`src/rtl/placement_registry_pkg.sv`:
```
// Shared sizing, entry layout and helpers for the nest/sugar-patch placement registry.
package placement_registry_pkg;

    localparam int NEST_num            = 3;
    localparam int SUGARPATCH_num      = 3;
    localparam int NEST_num_bits       = 2;
    localparam int SUGARPATCH_num_bits = 2;
    localparam int X_bits              = 8;
    localparam int Y_bits              = 8;
    localparam int PIXELS_X            = 160;
    localparam int PIXELS_Y            = 120;

    typedef struct packed {
        logic              v;
        logic [X_bits-1:0] x;
        logic [Y_bits-1:0] y;
    } loc_entry_t;

    typedef enum logic {
        ST_FILL   = 1'b0,
        ST_LOCKED = 1'b1
    } reg_state_t;

    // Distances are one bit wider than the coordinate so they never wrap.
    function automatic logic [X_bits:0] abs_diff_x(input logic [X_bits-1:0] a,
                                                   input logic [X_bits-1:0] b);
        return (a >= b) ? ({1'b0, a} - {1'b0, b}) : ({1'b0, b} - {1'b0, a});
    endfunction

    function automatic logic [Y_bits:0] abs_diff_y(input logic [Y_bits-1:0] a,
                                                   input logic [Y_bits-1:0] b);
        return (a >= b) ? ({1'b0, a} - {1'b0, b}) : ({1'b0, b} - {1'b0, a});
    endfunction

endpackage

```
`src/rtl/placement_registry_loc_table.sv`:
```
// One location table: first-write-wins slot storage, per-write error pulses and
// a combinational Chebyshev-box hit against the registered entries.
module placement_registry_loc_table
    import placement_registry_pkg::*;
#(
    parameter int N   = 3,
    parameter int IDW = 2,
    parameter int R   = 2
) (
    input  logic                  i_clk,
    input  logic                  i_rst_n,
    input  logic                  i_lock,
    input  logic                  i_wr,
    input  logic [IDW-1:0]        i_id,
    input  logic [X_bits-1:0]     i_x,
    input  logic [Y_bits-1:0]     i_y,
    input  logic [X_bits-1:0]     i_qx,
    input  logic [Y_bits-1:0]     i_qy,
    output logic                  o_hit,
    output loc_entry_t [N-1:0]    o_entries,
    output logic [IDW:0]          o_count,
    output logic [2:0]            o_err
);

    localparam logic [IDW:0]    LP_N  = (IDW+1)'(N);
    localparam logic [X_bits:0] LP_RX = (X_bits+1)'(R);
    localparam logic [Y_bits:0] LP_RY = (Y_bits+1)'(R);

    loc_entry_t     r_entries [N];
    logic [IDW:0]   r_count;
    logic [N-1:0]   w_sel;
    logic [N-1:0]   w_valid;
    logic [N-1:0]   w_hit;
    logic           w_id_ok;
    logic           w_taken;
    logic           w_accept;

    assign w_id_ok  = ({1'b0, i_id} < LP_N);
    assign w_taken  = |(w_sel & w_valid);
    assign w_accept = i_wr & ~i_lock & w_id_ok & ~w_taken;

    // {late, bad_index, dup}; a locked table reports only the late write.
    assign o_err = {i_wr & i_lock,
                    i_wr & ~i_lock & ~w_id_ok,
                    i_wr & ~i_lock & w_id_ok & w_taken};

    genvar gi;
    generate
        for (gi = 0; gi < N; gi++) begin : g_slot
            assign w_sel[gi]     = ({1'b0, i_id} == (IDW+1)'(gi));
            assign w_valid[gi]   = r_entries[gi].v;
            assign o_entries[gi] = r_entries[gi];
            assign w_hit[gi]     = r_entries[gi].v
                                 && (abs_diff_x(i_qx, r_entries[gi].x) <= LP_RX)
                                 && (abs_diff_y(i_qy, r_entries[gi].y) <= LP_RY);

            always_ff @(posedge i_clk or negedge i_rst_n) begin
                if (!i_rst_n) begin
                    r_entries[gi] <= '0;
                end else if (w_accept && w_sel[gi]) begin
                    r_entries[gi] <= '{v: 1'b1, x: i_x, y: i_y};
                end
            end
        end
    endgenerate

    always_ff @(posedge i_clk or negedge i_rst_n) begin
        if (!i_rst_n) begin
            r_count <= '0;
        end else if (w_accept) begin
            r_count <= r_count + (IDW+1)'(1);
        end
    end

    assign o_hit   = |w_hit;
    assign o_count = r_count;

endmodule

```
`src/rtl/placement_registry.sv`:
```
// Setup-time placement registry: nest and sugar-patch tables, lock FSM, sticky
// error flags and a same-cycle collision answer for candidate coordinates.
module placement_registry
    import placement_registry_pkg::*;
#(
    parameter int NEST_R  = 2,
    parameter int PATCH_R = 3
) (
    input  logic                               setup_clk,
    input  logic                               RESET_SIM_n,
    input  logic                               SETUP_MODE,
    input  logic                               nest_wr,
    input  logic [NEST_num_bits-1:0]           nest_id,
    input  logic [X_bits-1:0]                  nest_setup_x,
    input  logic [Y_bits-1:0]                  nest_setup_y,
    input  logic                               patch_wr,
    input  logic [SUGARPATCH_num_bits-1:0]     patch_id,
    input  logic [X_bits-1:0]                  patch_setup_x,
    input  logic [Y_bits-1:0]                  patch_setup_y,
    input  logic [X_bits-1:0]                  collide_x,
    input  logic [Y_bits-1:0]                  collide_y,
    output logic                               collision,
    output logic [NEST_num-1:0][X_bits-1:0]    nests_X,
    output logic [NEST_num-1:0][Y_bits-1:0]    nests_Y,
    output logic [NEST_num_bits:0]             nest_count,
    output logic [SUGARPATCH_num_bits:0]       patch_count,
    output logic                               tables_full,
    output logic                               locked,
    output logic [2:0]                         err_o
);

    reg_state_t                      r_state;
    reg_state_t                      w_state_next;
    logic                            r_setup_d;
    logic [2:0]                      r_err;
    logic                            w_lock;
    logic                            w_nest_hit;
    logic                            w_patch_hit;
    logic                            w_oob;
    logic [2:0]                      w_nest_err;
    logic [2:0]                      w_patch_err;
    loc_entry_t [NEST_num-1:0]       w_nest_entries;
    loc_entry_t [SUGARPATCH_num-1:0] w_patch_entries;

    assign w_lock = (r_state == ST_LOCKED);

    always_comb begin
        w_state_next = r_state;
        case (r_state)
            ST_FILL:   if (r_setup_d && !SETUP_MODE) w_state_next = ST_LOCKED;
            ST_LOCKED: w_state_next = ST_LOCKED;
            default:   w_state_next = ST_FILL;
        endcase
    end

    always_ff @(posedge setup_clk or negedge RESET_SIM_n) begin
        if (!RESET_SIM_n) begin
            r_state   <= ST_FILL;
            r_setup_d <= 1'b0;
            r_err     <= '0;
        end else begin
            r_state   <= w_state_next;
            r_setup_d <= SETUP_MODE;
            r_err     <= r_err | w_nest_err | w_patch_err;
        end
    end

    placement_registry_loc_table #(
        .N   (NEST_num),
        .IDW (NEST_num_bits),
        .R   (NEST_R)
    ) u_nests (
        .i_clk     (setup_clk),
        .i_rst_n   (RESET_SIM_n),
        .i_lock    (w_lock),
        .i_wr      (nest_wr),
        .i_id      (nest_id),
        .i_x       (nest_setup_x),
        .i_y       (nest_setup_y),
        .i_qx      (collide_x),
        .i_qy      (collide_y),
        .o_hit     (w_nest_hit),
        .o_entries (w_nest_entries),
        .o_count   (nest_count),
        .o_err     (w_nest_err)
    );

    placement_registry_loc_table #(
        .N   (SUGARPATCH_num),
        .IDW (SUGARPATCH_num_bits),
        .R   (PATCH_R)
    ) u_patches (
        .i_clk     (setup_clk),
        .i_rst_n   (RESET_SIM_n),
        .i_lock    (w_lock),
        .i_wr      (patch_wr),
        .i_id      (patch_id),
        .i_x       (patch_setup_x),
        .i_y       (patch_setup_y),
        .i_qx      (collide_x),
        .i_qy      (collide_y),
        .o_hit     (w_patch_hit),
        .o_entries (w_patch_entries),
        .o_count   (patch_count),
        .o_err     (w_patch_err)
    );

    // Off-screen candidates are rejected as if they collided.
    assign w_oob = ({1'b0, collide_x} >= (X_bits+1)'(PIXELS_X))
                || ({1'b0, collide_y} >= (Y_bits+1)'(PIXELS_Y));

    assign collision   = w_oob | w_nest_hit | w_patch_hit;
    assign tables_full = (nest_count  == (NEST_num_bits+1)'(NEST_num))
                      && (patch_count == (SUGARPATCH_num_bits+1)'(SUGARPATCH_num));
    assign locked      = w_lock;
    assign err_o       = r_err;

    genvar gi;
    generate
        for (gi = 0; gi < NEST_num; gi++) begin : g_pack
            assign nests_X[gi] = w_nest_entries[gi].v ? w_nest_entries[gi].x : '0;
            assign nests_Y[gi] = w_nest_entries[gi].v ? w_nest_entries[gi].y : '0;
        end
    endgenerate

endmodule

```
`config.mk`:
```
export PLATFORM = sky130hd
export DESIGN_NAME = placement_registry
export DESIGN_NICKNAME = d
export VERILOG_FILES = /design/src/rtl/placement_registry_pkg.sv /design/src/rtl/placement_registry_loc_table.sv /design/src/rtl/placement_registry.sv
export SDC_FILE = /design/constraint.sdc
export NUM_CORES = 1
export LEC_CHECK = 0
export BUFFER_PORTS_ARGS = -buffer_cell sky130_fd_sc_hd__buf_2
export CELL_PAD_IN_SITES_DETAIL_PLACEMENT = 0
export CELL_PAD_IN_SITES_GLOBAL_PLACEMENT = 1
export CORE_UTILIZATION = 47
export CTS_CLUSTER_DIAMETER = 80
export DETAILED_ROUTE_END_ITERATION = 12
export MAX_ROUTING_LAYER = met4
export PLACE_DENSITY = 0.85
export SKIP_CTS_REPAIR_TIMING = 1
export SLEW_MARGIN = 20
export SYNTH_ARGS = -nofsm -noshare
export SYNTH_HDL_FRONTEND = slang
export SYNTH_HIERARCHICAL = 1
export SYNTH_SLANG_ARGS = --single-unit
```
`constraint.sdc`:
```
create_clock -name setup_clk -period 3.5 [get_ports setup_clk]
set_input_delay 0.175 -clock setup_clk [delete_from_list [all_inputs] [get_ports setup_clk]]
set_output_delay 0.175 -clock setup_clk [all_outputs]
set_load 0.01 [all_outputs]
```
Word level (Yosys, flattened, before mapping)
Index checks and enable logic that the tools add are counted.
Widths: inputs -> output; s select.
- register bits after elaboration: 113
- input port bits: 57
- output and inout bits: 60
- $lt $le $gt $ge: 28
- bitwise gates (word level): 23
- equality and inequality tests: 6
- add/sub/neg operators: 26
- mux-type cells: 20
- reductions and logical operators: 28
- operators by type and width (kind ; number):
    $sub 8x8->9 ; 24
    $le 9x2->1 const B ; 12
    $mux 9 ; 12
    $ge 8x8->1 ; 12
    $mux 8 ; 6
    $logic_and 1x1->1 ; 20
    $and 1x1->1 ; 12
    $reduce_or 3->1 ; 4
    $ge 8x7->1 const B ; 1
    $ge 8x8->1 const B ; 1
    $add 3x1->3 const B ; 2
    $and 3x3->3 ; 2
    $eq 3x2->1 const B ; 2
    $or 3x3->3 ; 2
    $not 1->1 ; 5
    $eq 2x1->1 const B ; 2
    $eq 2x2->1 const B ; 2
    $logic_not 2->1 ; 2
    $lt 2x2->1 const B ; 2
    $or 1x1->1 ; 2
    $pmux 1 s2 ; 1
    $logic_not 1->1 ; 1
    $logic_or 1x1->1 ; 1
    $mux 1 ; 1

Logic depth before layout (Yosys ltp)
- word-level depth: 8
- mapped depth: 15
- mapped depth without buffers: 15

Cells and area by module
Netlist, hierarchy kept.
- by module, submodules not included (module ; area each (µm²) ; times used ; cells an instance):
    placement_registry_loc_table (u_nests) ; 6727.7 ; 1 ; 873
    placement_registry_loc_table (u_patches) ; 6542.5 ; 1 ; 813
    placement_registry ; 508.0 ; 1 ; 67

Worst setup path before layout
OpenSTA, ideal clock, no wires.
- path type: flip-flop to output port
- from: reg u_patches.r_entries, in the netlist u_patches/o_entries[38]
- to: out collision
- cell stages (with the launch flop): 15
- path buffers: 2
- path slack: 0.348 ns
- arrival: 2.977 ns
- cells stage by stage: dfrtp_1 -> ha_1 -> buf_6 -> a211oi_2 -> nor2_1 -> or3_1 -> buf_6 -> a21oi_4 -> mux2i_1 -> and3_1 -> or4_1 -> a32oi_1 -> a41o_1 -> nor3_1 -> nand3_1
- word-level cells in the longest chain between the ends: 6
- RTL lines (what ; RTL line ; RTL):
    from (decl) ; placement_registry_loc_table.sv:29 ; loc_entry_t r_entries [N];
    from (signal, indexed assignment) ; placement_registry_loc_table.sv:61 ; r_entries[gi] <= '{v: 1'b1, x: i_x, y: i_y};
    $sub 8x8->9 / $ge 8x8->1 (equally long branches) ; placement_registry_pkg.sv:32 ; return (a >= b) ? ({1'b0, a} - {1'b0, b}) : ({1'b0, b} - {1'b0, a});
    $mux 9 * ; placement_registry_pkg.sv:32 ;
    $le 9x2->1 * ; placement_registry_loc_table.sv:55 ; && (abs_diff_y(i_qy, r_entries[gi].y) <= LP_RY);
    $logic_and 1x1->1 * ; placement_registry_loc_table.sv:55 ;
    $reduce_or 3->1 * ; placement_registry_loc_table.sv:75 ; assign o_hit = |w_hit;
    named net w_patch_hit ; placement_registry.sv:38 ; logic w_patch_hit;
    $or 1x1->1 * ; placement_registry.sv:112 ; assign collision = w_oob | w_nest_hit | w_patch_hit;
    to (decl) ; placement_registry.sv:22 ; output logic collision,
The timed path passes the listed nets; every way through them passes the cells marked *.

Final worst setup path
- from: reg u_patches.r_entries, in the netlist u_patches/o_entries[1]
- to: out collision
The elaborated chain is that of the path after synthesis.

==> impl_metrics.py <==
metrics = {
    "route": {
        "drc": 0,
        "drtIter0Drc": 1037,
        "drt_pass1_iterations": 5,
        "routed_wl_um": 45280,
        "wire_per_inst_um": 18.37,
        "via_per_inst": 5.659,
        "num_vias": 13950,
        "ant_nets": 0,
    },
    "yosys": {
        "yosysTopAreaCell": "dfrtp_1",
        "yosys.cell_types.count": 81,
        "ys_top_cells_by_area": "dfrtp_1, ha_1, o21ai_0",
        "synth-seq-cells": 113,
        "syn-num-nets": 2028,
        "synth_top_area_share_pct": 20.52,
        "syn-mean-instance-area_um2": 7.860,
        "ys_warn_count": 6,
        "syn-instance-count": 1753,
        "synth_edf_count": 0,
        "async_flop_share_pct": 100.0,
        "synth_ff_type": "dfrtp_1",
        "syn_area_um2": 13780,
        "synth-seq-area-share_pct": 20.52,
    },
    "sta": {
        "skew_ns": 0.01061,
        "relSlewSlack_pct": 41.06,
        "setup_viol_count_final": 1,
        "setup_ws_ns": -0.2955,
        "setup_tns_ns": -0.2955,
        "finalHoldViolations": 1,
        "fin_hold_ws_ns": -0.001967,
        "period_needed_ns": 3.795,
        "slew_viol_final": 0,
        "tightest_slew_ns": 0.8841,
        "rsz0062_at_grt": "yes",
        "fmax_mhz": 263.5,
        "fin_crit_sh_pct": 108.4,
    },
    "floorplanning": {
        "chipHeight_um": 173.2,
        "fp.dieW_um": 173.2,
        "core_um2": 28780,
        "num_rows": 62,
        "ios": 117,
        "start_util_pct": 47.87,
        "die-area_um2": 30000,
    },
    "critical_path": {
        "reg2reg_depth": 5,
        "crit_buf_inv": 2,
        "r2r-end": "u_nests/o_count[1]",
        "critPathRequiredTime_ns": 3.32,
        "startpoint_type": "flop",
        "r2r_start": "u_nests/o_entries[33]",
        "slowest_delay_ns": 0.55,
        "worstSetupEndpointType": "primary output",
        "slowest_stage": "or4_4",
        "cp_top_family": "compound AO/OA/AOI/OAI gates",
        "critical_path_class": "flop to primary output",
        "rrSetupSlack_ns": 1.59,
        "critPathArrivalTime_ns": 3.62,
        "cp_max_fo": 3,
        "worstPathCellList": "ha_1, nor2b_1, o211ai_1, buf_4, a41oi_2, or4_4, o221ai_2, o211a_1, nand4_1, o31ai_4, a41o_1, nor3_4, nand3_2, buf_6",
    },
    "clock_tree": {
        "clk-insertion-delay-late_ns": 0.43,
        "clk_path_buf_depth": 2,
        "htree_levels": 4,
        "clk_pin_slew_worst_paths_ns": 0.06,
        "cts_buffers": 17,
        "cts_tree": "done",
        "root_buffer": "clkbuf_16",
        "cts.sinks": 113,
    },
    "grt": {
        "grt_max_degree": 60,
        "grtUsageMet1_pct": 40.05,
        "track_usage_pct": 31.10,
        "first_global_vias": 13640,
        "gr-usage-met3_pct": 3.750,
        "grt_use_met2_pct": 50.91,
        "overflow": 0,
        "antenna_found_initial": 2,
        "grt_pass1_wl_um": 71840,
        "gr-max-usage-layer": "met2",
    },
    "pwr": {
        "power.switching_w": 0.003696,
        "clkPwrFrac_pct": 21.1,
        "peakVddDrop_mv": 0.2600,
        "powerDensity_nw_per_um2": 506.1,
        "internal_power_w": 0.005124,
        "p_sw_share_pct": 41.91,
        "seqPwrFrac_pct": 20.1,
        "combPwrFrac_pct": 58.8,
        "p_leak_nw": 8.567,
        "finalPower_w": 0.008821,
    },
    "run_status": {
        "violations": "hold timing, setup timing",
        "status": "finished, violations left",
    },
    "finish": {
        "final_common_cell": "buf_4",
        "num-fill-cells": 2686,
        "final_util_pct": 60.56,
        "mostFrequentLayoutCells": "buf_4, inv_1, ha_1, nand2_1, o21ai_0",
        "drive_above_1_share_pct": 24.10,
        "fin_area_um2": 17430,
        "fin_nets": 2342,
        "area_delta_synth_final_pct": 26.49,
    },
    "min_path": {
        "hp-start": "patch_setup_y[0]",
        "holdPathEnd": "u_patches/o_entries[17]",
        "whs_path_depth": 3,
        "min_path_type": "primary input to flop",
    },
    "place": {
        "place_congestion": 0.9737,
        "dp_hpwl_um": 36650,
        "place_area_um2": 16370,
        "io_buffers": 116,
    },
    "job": {
        "cap_violations": 0,
    },
}
-- layout make-up --
cell class | count | area (µm²) | share of cell area, %
Multi-Input combinational cell | 1375 | 10220 | 58.66
Sequential cell | 113 | 2831 | 16.25
Timing Repair Buffer | 372 | 2569 | 14.74
Inverter | 188 | 705.7 | 4.049
Clock buffer | 22 | 484.2 | 2.778
Tap cell | 384 | 480.5 | 2.757
Clock inverter | 9 | 128.9 | 0.7395
Antenna cell | 2 | 5.005 | 0.02872
-- cell usage after synthesis (21+ instances only) --
master	instances
inv_1	188
nand4_1	24
dfrtp_1	113
nor3_1	38
nor2b_1	22
clkbuf_1	61
mux2i_1	22
fa_1	24
nand2_1	160
nand2b_1	23
a21oi_1	128
nor2_1	85
xor2_1	23
a211oi_1	25
ha_1	194
a31oi_1	23
nand3_1	21
a21o_1	54
o21ai_0	160
and2_1	61
xnor2_1	30
-- kinds of logic after synthesis --
group | synth area share (%)
AO/OA/AOI/OAI | 25.42
AND/OR/NAND/NOR | 19.67
buffers and inverters | 7.828
adder cells (fa/ha/maj) | 21.10
flip-flops | 20.52
XOR/XNOR | 3.369
multiplexers | 2.089
-- state kept, by name, indices dropped and copies added (netlist names) --
| signal | flops |
|---|---|
| u_nests/o_entries | 51 |
| u_patches/o_entries | 51 |
| err_o | 3 |
| u_nests/o_count | 3 |
| u_patches/o_count | 3 |
| locked | 1 |
| r_setup_d | 1 |
-- tightest hold or removal path, stage by stage --
cell     delay (ns)
buf_2          0.11
nand2_1        0.05
o21ai_0        0.06
-- through the flow --
step,std cells,setup slack [ns]
final,2465,-0.2955
after global routing,2465,-0.4698
after CTS,2449,-0.7652
after detailed placement,2418,-0.2826
after global placement,2418,-0.2953
after floorplan,1753,0.3478
-- metal layers --
metal  vias up  routed length, µm  share of wire, %
met5         -                  0                 0
met4         0               1124               2.5
met3        76               2116               4.7
met2       371              21500                47
met1      6694              20540                45
li1       6809                  -                 -
-- how the worst max path moves through the flow --
stage / start / endpoint / slack (ns) / cells past startpoint
after floorplan: u_patches/o_entries[38] / collision / 0.35 / 14
after global placement: u_patches/o_entries[10] / collision / -0.30 / 14
after detailed placement: u_patches/o_entries[10] / collision / -0.28 / 14
after CTS: u_patches/o_entries[10] / collision / -0.77 / 14
after global routing: u_nests/o_entries[39] / collision / -0.47 / 17
final: u_patches/o_entries[1] / collision / -0.30 / 14
-- power by group through the flow --
stage | combinational, W | clock [W] | sequential (W)
after floorplan | 0.00315 | 0 | 0.00174
after CTS | 0.00493 | 0.00190 | 0.00177
after detailed placement | 0.00490 | 0 | 0.00179
after global routing | 0.00568 | 0.00196 | 0.00181
after global placement | 0.00485 | 0 | 0.00178
final | 0.00518 | 0.00186 | 0.00177
Power figures use the tool's default switching activity.
